File: src/rtl/riscv_rf_wr_arbiter.sv
// ---------------------------------------------------------------------------
// riscv_rf_wr_arbiter
//
// Purpose:
//   Shares the single register-file write port between two writeback
//   requesters and keeps a per-register busy scoreboard.
//   - Requester 0 is ALU/execute writeback.
//   - Requester 1 is load/memory writeback.
//   At most one request is granted per cycle. The granted write appears on
//   the registered write port in the following cycle. Decode reservations set
//   busy bits, and writebacks clear them. A reservation wins over a clear
//   that lands on the same register at the same edge.
//
// Configuration:
//   RISCV_RFARB_RR_EN defined   -> round-robin priority. A one-bit pointer
//                                  favours the requester that lost the last
//                                  transfer.
//   RISCV_RFARB_RR_EN undefined -> fixed priority. Requester 1 (load) always
//                                  wins, and no pointer register exists.
//
// Ports:
//   i_CLK, i_RST_N                        clock, async active-low reset
//   i_REQ{0,1}_VALID/_ADDR/_DATA          writeback requests
//   o_REQ{0,1}_READY                      combinational grants
//   i_WP_HOLD                             blocks all grants (debug access)
//   i_RSV_VALID, i_RSV_ADDR               decode reservation of a register
//   o_WREnable, o_WRR, o_WRDATA           registered register-file write port
//   o_BUSY                                scoreboard, bit n = reg n pending
// ---------------------------------------------------------------------------
module riscv_rf_wr_arbiter #(
  parameter int BUS_WIDTH      = 32,
  parameter int REG_ADDR_WIDTH = 5,
  parameter int REG_DEPTH      = 1 << REG_ADDR_WIDTH
) (
  input  logic                      i_CLK,
  input  logic                      i_RST_N,
  input  logic                      i_REQ0_VALID,
  input  logic [REG_ADDR_WIDTH-1:0] i_REQ0_ADDR,
  input  logic [BUS_WIDTH-1:0]      i_REQ0_DATA,
  output logic                      o_REQ0_READY,
  input  logic                      i_REQ1_VALID,
  input  logic [REG_ADDR_WIDTH-1:0] i_REQ1_ADDR,
  input  logic [BUS_WIDTH-1:0]      i_REQ1_DATA,
  output logic                      o_REQ1_READY,
  input  logic                      i_WP_HOLD,
  input  logic                      i_RSV_VALID,
  input  logic [REG_ADDR_WIDTH-1:0] i_RSV_ADDR,
  output logic                      o_WREnable,
  output logic [REG_ADDR_WIDTH-1:0] o_WRR,
  output logic [BUS_WIDTH-1:0]      o_WRDATA,
  output logic [REG_DEPTH-1:0]      o_BUSY
);

  logic                      gnt0, gnt1, xfer;
  logic [REG_ADDR_WIDTH-1:0] sel_addr;
  logic [BUS_WIDTH-1:0]      sel_data;

  logic                      wr_en_d, wr_en_q;
  logic [REG_ADDR_WIDTH-1:0] wrr_d, wrr_q;
  logic [BUS_WIDTH-1:0]      wrdata_d, wrdata_q;
  logic [REG_DEPTH-1:0]      busy_d, busy_q;
`ifdef RISCV_RFARB_RR_EN
  logic                      ptr_d, ptr_q;  // 0 favours requester 0
`endif

  // Grant logic: purely combinational from the VALIDs, the hold and the pointer.
  // NOTE: every always_comb output gets a default first so no path leaves it
  // unassigned, which would infer a latch.
  always_comb begin
    gnt0 = 1'b0;
    gnt1 = 1'b0;
    if (!i_WP_HOLD) begin
`ifdef RISCV_RFARB_RR_EN
      if (i_REQ0_VALID && i_REQ1_VALID) begin
        gnt0 = !ptr_q;
        gnt1 = ptr_q;
      end else begin
        gnt0 = i_REQ0_VALID;
        gnt1 = i_REQ1_VALID;
      end
`else
      gnt1 = i_REQ1_VALID;
      gnt0 = i_REQ0_VALID && !i_REQ1_VALID;
`endif
    end
  end

  assign xfer     = gnt0 || gnt1;
  assign sel_addr = gnt1 ? i_REQ1_ADDR : i_REQ0_ADDR;
  assign sel_data = gnt1 ? i_REQ1_DATA : i_REQ0_DATA;

  // Next-state: write port, scoreboard and priority pointer.
  always_comb begin
    wr_en_d  = 1'b0;
    wrr_d    = wrr_q;
    wrdata_d = wrdata_q;
    busy_d   = busy_q;
    if (xfer) begin
      // An x0 write is still accepted, but it never reaches the file.
      wr_en_d  = (sel_addr != '0);
      wrr_d    = sel_addr;
      wrdata_d = sel_data;
      if (sel_addr != '0) busy_d[sel_addr] = 1'b0;
    end
    // The reservation is applied after the clear, so set wins on a collision.
    if (i_RSV_VALID && (i_RSV_ADDR != '0)) busy_d[i_RSV_ADDR] = 1'b1;
    busy_d[0] = 1'b0;
`ifdef RISCV_RFARB_RR_EN
    ptr_d = ptr_q;
    if (gnt0)      ptr_d = 1'b1;
    else if (gnt1) ptr_d = 1'b0;
`endif
  end

  // NOTE: sequential state uses non-blocking assignments only, so every flop
  // samples pre-edge values regardless of process ordering.
  always_ff @(posedge i_CLK or negedge i_RST_N) begin
    if (!i_RST_N) begin
      wr_en_q  <= 1'b0;
      wrr_q    <= '0;
      wrdata_q <= '0;
      busy_q   <= '0;
`ifdef RISCV_RFARB_RR_EN
      ptr_q    <= 1'b0;
`endif
    end else begin
      wr_en_q  <= wr_en_d;
      wrr_q    <= wrr_d;
      wrdata_q <= wrdata_d;
      busy_q   <= busy_d;
`ifdef RISCV_RFARB_RR_EN
      ptr_q    <= ptr_d;
`endif
    end
  end

  assign o_REQ0_READY = gnt0;
  assign o_REQ1_READY = gnt1;
  assign o_WREnable   = wr_en_q;
  assign o_WRR        = wrr_q;
  assign o_WRDATA     = wrdata_q;
  assign o_BUSY       = busy_q;

endmodule

File: config.mk
export PLATFORM = sky130hd
export DESIGN_NAME = riscv_rf_wr_arbiter
export DESIGN_NICKNAME = d
export VERILOG_FILES = /design/src/rtl/riscv_rf_wr_arbiter.sv
export SDC_FILE = /design/constraint.sdc
export NUM_CORES = 1
export LEC_CHECK = 0
export ABC_AREA = 1
export CELL_PAD_IN_SITES_DETAIL_PLACEMENT = 1
export CELL_PAD_IN_SITES_GLOBAL_PLACEMENT = 1
export CORE_ASPECT_RATIO = 2
export CORE_MARGIN = 2
export CORE_UTILIZATION = 29
export DETAILED_ROUTE_END_ITERATION = 10
export MAX_ROUTING_LAYER = met4
export PLACE_DENSITY = 0.87
export SKIP_CTS_REPAIR_TIMING = 1
export SLEW_MARGIN = 20
export SYNTH_ARGS = -nofsm -noshare
export SYNTH_HDL_FRONTEND = slang
export SYNTH_SLANG_ARGS = --single-unit
File: constraint.sdc
create_clock -name i_CLK -period 1.6 [get_ports i_CLK]
set_input_delay 0.48 -clock i_CLK [delete_from_list [all_inputs] [get_ports i_CLK]]
set_output_delay 0.48 -clock i_CLK [all_outputs]
set_load 0.005 [all_outputs]
==> flow_summary.ini <==
[status]
status = finished, violations left
violations = setup timing

[timing]
finClkSkew_ns = 0
post-route-worst-setup-slack_ns = -0.0007248
whs_ns = 0.1634
hold_viol_final = 0
rsz0062_at_grt = true
fmax_mhz = 624.7
post-route-period-util = 1.000
slew_viol_final = 0
fin_crit_ns = 1.601
finalSetupViolCount = 1

[floorplanning]
io_pins = 157
fp-row-count = 56
die_y_um = 158.5
die-area_um2 = 12880
core_area_um2 = 11700
die_w_um = 81.25
initial_core_util = 0.2958

[synth]
postSynthAreaPerCell_um2 = 7.590
synth_top_cell_area_share = 0.4989
ys_warn_count = 0
syn_nets = 541
netlist_area_um2 = 3461
netlist_top_cells_area = dfrtp_1, nand2_1, nand3_1
yosysSeqAreaShare = 0.4989
synthDistinctLibCells = 21
synth_top_cell_by_area = dfrtp_1
synth_seq_cells = 69
synth_cells = 456

[global_route]
grt_overflow = 0
first_global_vias = 4387
antenna_found_initial = 1
grt_usage = 0.2305
grt_pass1_wl_um = 21650
grt_max_degree = 70

[detailed_routing]
vias_per_cell = 5.029
route.detailed.drc = 0
drt-initial-drc-count = 95
avgRoutedWirePerCell_um = 18.40
firstDrtPassIters = 4
vias = 4119
wirelength_um = 15070
ant_nets = 0

[worst_setup_path]
cp-start-kind = input port
path_delay_family = buffers and inverters
cp.depth = 5
arrival_ns = 1.12
cp_slowest_cell = nor2_4
cp_max_fo = 3
end_kind = primary output
reg2regPathDepth = 3
critPathRequiredTime_ns = 1.12
cpPeakStageDelay_ns = 0.16
path_cells = dlymetal6s2s_1 -> inv_2 -> nand2_4 -> nor2_4 -> buf_6
path_class = input port to primary output
cp_num_buf_inv = 3

[cells_and_area]
layout_commonest_cell = nand2_1
synthToLayoutAreaGrowth_pct = 81.49
mostFrequentLayoutCells = nand2_1, clkdlybuf4s50_1, dlymetal6s2s_1
drive_gt1_frac = 0.1709
final_nets = 753

[cts]
clkTransAtPathRegs_ns = 0.06
clk_latency_ns = 0.33
cts-root-buf = clkbuf_16
clock_path_buffers = 2
cts_tree = built
cts.sinks = 69
cts_inserted_buffers = 9
htree_num_levels = 3

[power]
power_density_nw_per_um2 = 1050
peakVddDrop_mv = 0.5899
power.leakage_nw = 3.555
p_int_mw = 4.788
p_clk_frac = 0.349
sw_frac_of_total = 0.2738
seqPwrFrac = 0.356
p_sw_mw = 1.805
power.combinational.fraction = 0.295

[placement]
hpwl_um = 11050
gp_congestion = 0.8270
port-buffer-count = 155
pre_cts_ws_ns = -0.7393

[flow_run]
max_cap_violations = 0

[worst_hold_path]
worst_hold_path_type = input port to asynchronous set/reset pin
cell families (layout without fill, tap and decap cells):
family,count (synthesis),count (layout),share of synthesized area
AO/OA/AOI/OAI,75,75,0.1095
buffers and inverters,42,259,0.05784
flip-flops,69,69,0.4989
other,1,2,0.001084
AND/OR/NAND/NOR,269,269,0.3326
registers in the layout (all words and copies together) (netlist names):
signal and cells:
o_WRDATA 32, o_BUSY 31, o_WRR 5, o_WREnable 1
worst paths after layout:
path                             from      endpoint  slack [ns]
setup reg to reg           o_BUSY[13]    o_BUSY[13]        0.75
hold reg to reg             o_BUSY[8]     o_BUSY[8]        0.48
hold / removal                i_RST_N   o_WRDATA[6]        0.16
min in group i_CLK          o_BUSY[8]     o_BUSY[8]        0.48
setup / recovery            i_WP_HOLD  o_REQ0_READY     -0.0007
max in group asynchronous     i_RST_N  o_WRDATA[21]        1.11
power groups by stage:
stage / logic [mW] / clock network (mW) / registers (mW)
3_5_place_dp: 1.86 / 0 / 2.40
5_1_grt: 2.11 / 2.43 / 2.38
6_report: 1.94 / 2.30 / 2.35
3_3_place_gp: 1.80 / 0 / 2.37
2_1_floorplan: 0.527 / 0 / 2.38
4_1_cts: 1.88 / 2.35 / 2.38
per-stage QoR:
step	cell area, um2	std cells	TNS [ns]	utilization	total power [mW]
after detailed placement	5505	786	-47.11	0.4705	4.262
after global placement	5505	786	-40.80	0.4705	4.174
final	6281	819	-0.0007248	0.5368	6.593
after floorplan	3461	456	0	-	2.903
after CTS	5856	802	-30.93	0.5004	6.602
after global routing	6281	819	-0.1019	0.5368	6.918
cell type report:
cell class                 instances  area (um2)
multi-input combinational        345        1633
inverter                          21       78.83
tap                              145       181.4
clock buffer                      11       242.7
timing repair buffer             222        2308
fill                            1392        5420
clock inverter                     5       107.6
sequential                        69        1727
antenna                            1       2.502
metal layers:
metal	track usage	share of wire
met1	0.2135	0.34
met2	0.4471	0.57
met3	0.03401	0.044
met4	0.1041	0.045
met5	-	0
cells in the mapped netlist, drive strengths merged:
master,n
buf,16
nor4,1
nand2,146
nand3,60
nor3,7
dfrtp,69
nor2,53
clkbuf,5
nand4,2
o21ai,42
a21oi,33
inv,21
conb,1
Note: power is estimated with default switching activity, not from simulation.
